==> src/rtl/genetico_pkg.sv <==
// genetico_pkg: chromosome geometry, frame sync pattern and loader state type
package genetico_pkg;
  localparam int NUM_LE = 28;
  localparam int LE_W = 15;
  localparam int NUM_OUT = 8;
  localparam int OUT_W = 6;
  localparam logic [7:0] SYNC = 8'hA5;
  localparam int LES_W = NUM_LE * LE_W;
  localparam int OUTS_W = NUM_OUT * OUT_W;
  localparam int PAYLOAD_W = LES_W + OUTS_W;
  localparam int CNT_W = 9;
  typedef enum logic [1:0] {HUNT, LOAD, PAR, COMMIT} state_t;
endpackage

==> src/rtl/chrom_loader_if.sv <==
// chrom_loader_if: serial configuration stream with valid/ready handshake and abort
interface chrom_loader_if;
  logic ser_in;
  logic ser_valid;
  logic ser_ready;
  logic abort;
  modport master(output ser_in, ser_valid, abort, input ser_ready);
  modport slave(input ser_in, ser_valid, abort, output ser_ready);
endinterface

==> src/rtl/chrom_loader_sync_detect.sv <==
// sync_detect: 8-bit sliding window that flags SYNC including the bit being shifted in
module sync_detect
  import genetico_pkg::*;
(
  input  logic clk,
  input  logic rst,
  input  logic bit_in,
  input  logic shift_en,
  input  logic clr,
  output logic match
);
  logic [7:0] sr_q, sr_d, nxt;
  always_comb begin
    nxt = {sr_q[6:0], bit_in};
    sr_d = clr ? 8'h00 : shift_en ? nxt : sr_q;
    match = shift_en && (nxt == SYNC);
  end
  always_ff @(posedge clk) begin
    if (rst) sr_q <= '0;
    else sr_q <= sr_d;
  end
endmodule

==> src/rtl/chrom_loader.sv <==
// chrom_loader: deserialises sync-framed, parity-checked chromosome frames into the active configuration
module chrom_loader
  import genetico_pkg::*;
(
  input  logic clk,
  input  logic rst,
  chrom_loader_if.slave s,
  output logic [NUM_LE-1:0][LE_W-1:0] conf_les,
  output logic [NUM_OUT-1:0][OUT_W-1:0] conf_outs,
  output logic cfg_loaded,
  output logic cfg_done,
  output logic cfg_err,
  output logic busy
);
  state_t state_q, state_d;
  logic [CNT_W-1:0] cnt_q, cnt_d;
  logic par_q, par_d;
  logic [PAYLOAD_W-1:0] shadow_q, shadow_d;
  logic [NUM_LE-1:0][LE_W-1:0] les_q, les_d;
  logic [NUM_OUT-1:0][OUT_W-1:0] outs_q, outs_d;
  logic loaded_q, loaded_d, done_q, done_d, err_q, err_d;
  logic take, match;
  assign s.ser_ready = !rst && state_q != COMMIT;
  assign take = s.ser_valid && s.ser_ready && !s.abort;
  sync_detect u_sync (
    .clk(clk),
    .rst(rst),
    .bit_in(s.ser_in),
    .shift_en(take && state_q == HUNT),
    .clr(state_q != HUNT || s.abort),
    .match(match)
  );
  always_comb begin
    state_d = state_q;
    cnt_d = cnt_q;
    par_d = par_q;
    shadow_d = shadow_q;
    les_d = les_q;
    outs_d = outs_q;
    loaded_d = loaded_q;
    done_d = 1'b0;
    err_d = 1'b0;
    // abort may not interrupt the one-cycle commit
    if (s.abort && state_q != COMMIT) begin
      state_d = HUNT;
      cnt_d = '0;
      par_d = 1'b0;
      shadow_d = '0;
    end else begin
      case (state_q)
        HUNT: if (match) begin
          state_d = LOAD;
          cnt_d = '0;
          par_d = 1'b0;
        end
        LOAD: if (take) begin
          shadow_d = {shadow_q[PAYLOAD_W-2:0], s.ser_in};
          par_d = par_q ^ s.ser_in;
          if (cnt_q == CNT_W'(PAYLOAD_W - 1)) state_d = PAR;
          else cnt_d = cnt_q + 1'b1;
        end
        PAR: if (take) begin
          state_d = (s.ser_in ^ par_q) ? HUNT : COMMIT;
          err_d = s.ser_in ^ par_q;
        end
        COMMIT: begin
          les_d = shadow_q[PAYLOAD_W-1:OUTS_W];
          outs_d = shadow_q[OUTS_W-1:0];
          loaded_d = 1'b1;
          done_d = 1'b1;
          state_d = HUNT;
        end
        default: state_d = HUNT;
      endcase
    end
  end
  always_ff @(posedge clk) begin
    if (rst) begin
      state_q <= HUNT;
      cnt_q <= '0;
      par_q <= 1'b0;
      shadow_q <= '0;
      les_q <= '0;
      outs_q <= '0;
      loaded_q <= 1'b0;
      done_q <= 1'b0;
      err_q <= 1'b0;
    end else begin
      state_q <= state_d;
      cnt_q <= cnt_d;
      par_q <= par_d;
      shadow_q <= shadow_d;
      les_q <= les_d;
      outs_q <= outs_d;
      loaded_q <= loaded_d;
      done_q <= done_d;
      err_q <= err_d;
    end
  end
  assign conf_les = les_q;
  assign conf_outs = outs_q;
  assign cfg_loaded = loaded_q;
  assign cfg_done = done_q;
  assign cfg_err = err_q;
  assign busy = state_q != HUNT;
endmodule

==> src/flat_wrapper.sv <==
// flat-port wrapper written by rule: the top's interface ports become plain ports
module chrom_loader_flat import genetico_pkg::*;
  (clk, rst, conf_les, conf_outs, cfg_loaded, cfg_done, cfg_err, busy, s_ser_in, s_ser_valid, s_abort, s_ser_ready);
  chrom_loader_if s_i ();
  input  logic clk;
  input  logic rst;
  output logic [NUM_LE-1:0][LE_W-1:0] conf_les;
  output logic [NUM_OUT-1:0][OUT_W-1:0] conf_outs;
  output logic cfg_loaded;
  output logic cfg_done;
  output logic cfg_err;
  output logic busy;
  input wire logic [$bits(s_i.ser_in)-1:0] s_ser_in;
  input wire logic [$bits(s_i.ser_valid)-1:0] s_ser_valid;
  input wire logic [$bits(s_i.abort)-1:0] s_abort;
  output wire logic [$bits(s_i.ser_ready)-1:0] s_ser_ready;
  assign s_i.ser_in = s_ser_in;
  assign s_i.ser_valid = s_ser_valid;
  assign s_i.abort = s_abort;
  assign s_ser_ready = s_i.ser_ready;
  chrom_loader u_core (.clk(clk), .rst(rst), .s(s_i), .conf_les(conf_les), .conf_outs(conf_outs), .cfg_loaded(cfg_loaded), .cfg_done(cfg_done), .cfg_err(cfg_err), .busy(busy));
endmodule
==> config.mk <==
export PLATFORM = sky130hd
export DESIGN_NAME = chrom_loader_flat
export DESIGN_NICKNAME = d
export VERILOG_FILES = /design/src/rtl/genetico_pkg.sv /design/src/rtl/chrom_loader_if.sv /design/src/rtl/chrom_loader_sync_detect.sv /design/src/rtl/chrom_loader.sv /design/src/flat_wrapper.sv
export SDC_FILE = /design/constraint.sdc
export NUM_CORES = 1
export LEC_CHECK = 0
export BUFFER_PORTS_ARGS = -buffer_cell sky130_fd_sc_hd__clkbuf_2
export CAP_MARGIN = 10
export CORE_UTILIZATION = 37
export DETAILED_ROUTE_END_ITERATION = 16
export PLACE_DENSITY_LB_ADDON = 0.2
export SETUP_SLACK_MARGIN = 0.1
export SYNTH_ARGS = -nofsm -noshare
export SYNTH_HDL_FRONTEND = slang
export SYNTH_SLANG_ARGS = --single-unit
==> constraint.sdc <==
create_clock -name clk -period 1.8 [get_ports clk]
set_input_delay 0.36 -clock clk [delete_from_list [all_inputs] [get_ports clk]]
set_output_delay 0.36 -clock clk [all_outputs]
set_load 0.05 [all_outputs]
Word-level counts from Yosys, hierarchy flattened:

Cells that the tools add are included.
Widths: inputs -> output; s select.

* reduce and logical (&&, ||, !) cells: 20
* bitwise operators: 4
* muxes and demuxes: 14
* add/subtract/negate cells: 1
* equal/unequal tests: 11

Operators by type and width (number)
* $mux 9: 3
* $pmux 9 s2: 1
* $mux 2: 5
* $add 9x1->9 const B: 1
* $eq 9x9->1 const B: 1
* $eq 8x8->1 const B: 1
* $ne 2x1->1 const B: 4
* $pmux 2 s4: 1
* $reduce_and 4->1: 2
* $logic_and 1x1->1: 6
* $eq 2x2->1 const B: 2
* $ne 2x2->1 const B: 2
* $reduce_and 2->1: 2
* $reduce_bool 2->1: 2
* $reduce_or 2->1: 2
* $reduce_or 4->1: 1
* $mux 1: 3
* $not 1->1: 3
* $reduce_and 3->1: 1
* $eq 2x1->1 const B: 1
* $logic_not 1->1: 2
* $logic_not 2->1: 1
* $pmux 1 s2: 1
* $logic_or 1x1->1: 1
* $xor 1x1->1: 1

* flip-flop bits (word level): 958
* output and inout bits: 473

Longest topological paths before layout:

* depth after elaboration: 8
* depth in mapped cells: 8
* depth with buffers taken out: 5

Cells and area by module:

From an unflattened synthesis, not the netlist that was laid out.

* cells, all modules: 3201
* area total of the unflattened synthesis: 31236.2 µm²

Modules (own cells, without submodules)
* chrom_loader: instances 1, area an instance 30947.2 µm², cells each 3174
* sync_detect: instances 1, area an instance 289.0 µm², cells each 27

Least setup slack after synthesis:

No wires, ideal clock.

* path type: reg2reg
* from: register u_core.state_q[0]
* to: register u_core.cnt_q[5]
* stages on the path, launching flop included: 7
* slack: 0.001 ns
* buffers on the path: 2
* data arrival time: 1.728 ns
* data required time: 1.728 ns
* cell sequence: dfxtp_1 buf_2 or2_2 nand4b_1 clkbuf_1 a21oi_1 mux2i_1

* cells in the longest elaborated chain, start to end: 8
* elaborated cells on any way between the ends: 16
* those cells by class: 5 x eq/ne; 1 x mux; 10 x reduce/logical

RTL lines
* start: declaration: RTL line chrom_loader.sv:15 `state_t state_q, state_d;`
* start signal: assignment: RTL line chrom_loader.sv:89 `state_q <= state_d;`
* $ne 2x2->1: RTL line chrom_loader.sv:23, chrom_loader.sv:44
* $logic_and 1x1->1: RTL line chrom_loader.sv:23 `assign s.ser_ready = !rst && state_q != COMMIT;`
* $logic_and 1x1->1 (2 in a row): RTL line chrom_loader.sv:24 `assign take = s.ser_valid && s.ser_ready && !s.abort;`
* $logic_and 1x1->1: RTL line chrom_loader.sv:29 `.shift_en(take && state_q == HUNT),`
* $logic_and 1x1->1: RTL line chrom_loader_sync_detect.sv:16 `match = shift_en && (nxt == SYNC);`
* $ne 2x1->1 (no source line)
* $reduce_and 4->1 (no source line)
* end signal: assignment: RTL line chrom_loader.sv:90 `cnt_q <= cnt_d;`
* end: declaration: RTL line chrom_loader.sv:16 `logic [CNT_W-1:0] cnt_q, cnt_d;`

Several ways; a longest one is shown, not always the timed one.
A chain may end at the register's enable or synchronous reset.

Final worst setup path:

* from: register u_core.state_q[0]
* to: output s_ser_ready

* cells in the longest elaborated chain, start to end: 2

RTL lines
* $ne 2x2->1: RTL line chrom_loader.sv:23
* $logic_and 1x1->1: RTL line chrom_loader.sv:23
* end: declaration: RTL line flat_wrapper.sv:16 `output wire logic [$bits(s_i.ser_ready)-1:0] s_ser_ready;`

Every way passes these cells.

==> impl_metrics.tcl <==
set metrics [dict create \
    die_w_um 291.6 \
    ctsHoldBuffers 0 \
    final_hold_viol_count 0 \
    gr-total-overflow 0 \
    clk_pin_slew_ns 0.06 \
    areaGrowthSynthToFinish_pct 29.68 \
    viasPerCell 4.992 \
    num_vias 23970 \
    antenna_found_initial 0 \
    cts_tree "done" \
    path_max_fanout 3 \
    hpwl_um 52370 \
    clock_sinks 958 \
    chipHeight_um 291.6 \
    critPathMaxStageDelay_ns 0.35 \
    violations "setup timing" \
    slew_headroom_pct 74.38 \
    cts_root_buf "clkbuf_16" \
    finalWorstSetupSlack_ns -0.05630 \
    status "finished, violations left" \
    cp-end-kind "primary output" \
    core_region_area_um2 82500 \
    wirelength_um 82790 \
    rows 105 \
    layout.area.seq_um2 19190 \
    grt.total_usage_pct 18.21 \
    drt_pass1_iterations 5 \
    drv_slew 0 \
    drc 0 \
    min_path_type "primary input to flop" \
    r2r_cells 6 \
    grt_max_degree 79 \
    layout_common_cells "dfxtp_1, nand2_1, a21oi_1" \
    critical_path_depth 3 \
    ys_seq_area_share_pct 61.82 \
    yosys_warnings 0 \
    syn_inst 3192 \
    tightest_slew_ns 0.3843 \
    grt_setup_unrepaired "true" \
    critPathLaunchType "flop" \
    clkLatencyLatePin_ns 0.65 \
    syn_nets 3198 \
    path_delay_family "flip-flops" \
    required_ns 1.44 \
    antenna_left 0 \
    path_cells "a21oi_4, buf_12, clkbuf_16" \
    fill_cells 7634 \
    leakagePower_nw 15.16 \
    dp_slack_ns 0.03127 \
    clk_path_buf_depth 3 \
    htreeDepth 3 \
    grt_pass1_wl_um 126700 \
    antennaDiodeCount 0 \
    min_period_ns 1.856 \
    drt-initial-drc-count 1377 \
    cap_violations 0 \
    ios 478 \
    final_nets 3663 \
    layout-drive-gt1-share_pct 23.15 \
    setup_violations 1 \
    grt_pass1_vias 21870 \
    fmax_ghz 0.5387 \
    cts_buffers 100 \
    initial_core_util_pct 37.60 \
    placed_area_um2 35260 \
    final_common_cell "dfxtp_1" \
    synth_area_um2 31020 \
    die_area_um2 85010 \
    ir_worst_vdd_mv 0.7902 \
    place.gp.congestion 0.7564 \
    cp_slowest_cell "dfxtp_4" \
    path_class "flop to primary output" \
    multi_input_area_um2 10870 \
    whs_path_depth 3 \
    critPathArrivalTime_ns 1.50 \
    crit_buf_inv 2 \
    ys_types 41 \
    final_area_um2 40230 \
    ys_ff_latch 958 \
    syn_area_per_cell_um2 9.719 \
    skew_ns 0.03764 \
    fin_crit_sh_pct 103.1 \
    placement.io_buffers 477 \
    powerDensity_nw_per_um2 1059 \
    post_drt_wl_per_cell_um 17.24 \
]
-- cell type report --
cell class	instances	share of cell area [%]
Tap cell	1070	3.328
Clock buffer	152	7.359
Timing Repair Buffer	627	13.59
Multi-Input combinational cell	1968	27.03
Sequential cell	958	47.70
Inverter	2	0.01866
Clock inverter	25	0.9766
-- routing by layer --
| metal | global-route usage, % | wire length [um] |
|---|---|---|
| met5 | 0 | 0 |
| met2 | 28.68 | 38590 |
| met3 | 3.113 | 3568 |
| met4 | 5.366 | 1612 |
| met1 | 25.46 | 39020 |
-- tightest hold or removal path: cells and delay by family --
family / cells / cell delay, ns
AO/OA/AOI/OAI: 1 / 0.05
buffers and inverters: 2 / 0.29
-- flip-flops by register name, summed over array words and instances (netlist names) --
name / flops
u_core.state_q: 2
u_core.cfg_err: 1
u_core.cnt_q: 9
u_core.conf_outs: 48
u_core.u_sync.sr_q: 7
u_core.cfg_loaded: 1
u_core.conf_les: 420
u_core.cfg_done: 1
u_core.par_q: 1
u_core.shadow_q: 468
-- power by group --
part	internal [mW]	switching, mW	total, mW
combinational	0.190	0.445	0.635
clock	12.4	8.43	20.8
sequential	21.2	0.000763	21.2
-- cells in the mapped netlist, drive strengths merged --
master  count  share of area [%]
nor4bb      2              0.065
nand4b      1              0.028
mux2i      13               0.42
nand2     946                 11
and3        2              0.040
nand4       2              0.040
nand3b      6               0.15
and2        1              0.020
nor2       11               0.13
xor2        1              0.028
o211ai      1              0.040
nand3      12               0.19
o21ai       2              0.032
or4b        1              0.044
a211o       1              0.028
nor3b       1              0.061
ha          1              0.040
o31ai       1              0.024
nor2b       2              0.040
a41oi       1              0.028
o211a       1              0.032
inv         2              0.024
and4        1              0.028
a21boi      2              0.048
dfxtp     958                 62
a32oi       1              0.028
a22o      468                 13
buf       112                2.1
clkbuf    152                1.9
a311oi      2              0.077
nor3        1              0.016
or2         1              0.020
nand2b      1              0.020
a21o        2              0.048
a21oi     480                7.7
-- path summary, 6_finish.rpt --
check / slack, ns / from / endpoint
max: -0.06 / u_core.state_q[0] / s_ser_ready
min: 0.13 / rst / u_core.cfg_loaded
max reg2reg: 0.16 / u_core.state_q[0] / u_core.cnt_q[2]
min reg2reg: 0.44 / u_core.shadow_q[285] / u_core.shadow_q[286]
-- timing repair --
action | 4_1_cts | 5_1_grt
gates cloned | 1 | 13
pin swaps | 63 | 4
setup endpoints to repair | 195 | 440
resized for setup | 334 | 54
setup buffers | 8 | 8
-- logic make-up (layout without fill, tap and decap cells) --
logic type	count (synthesis)	after routing	synth area share [%]
fa+ha+maj	1	1	0.04032
mux	13	13	0.4194
buf+inv	266	806	4.009
simple gates	991	991	12.34
compound gates	962	962	21.34
flops	958	958	61.82
xor+xnor	1	1	0.02824
-- stage by stage --
step	utilization, %	cells	power, mW	hold slack, ns	TNS [ns]
final	48.76	4802	42.62	0.1262	-0.05630
after CTS	48.24	4782	43.12	0.07113	-0.2234
after global routing	48.76	4802	44.10	0.1110	-0.1610
after detailed placement	42.74	4596	22.26	0.4492	0
after global placement	42.74	4596	22.26	0.4360	0
after floorplan	-	3192	21.99	0.4360	0
No activity file was read; power rests on OpenSTA's default activity.
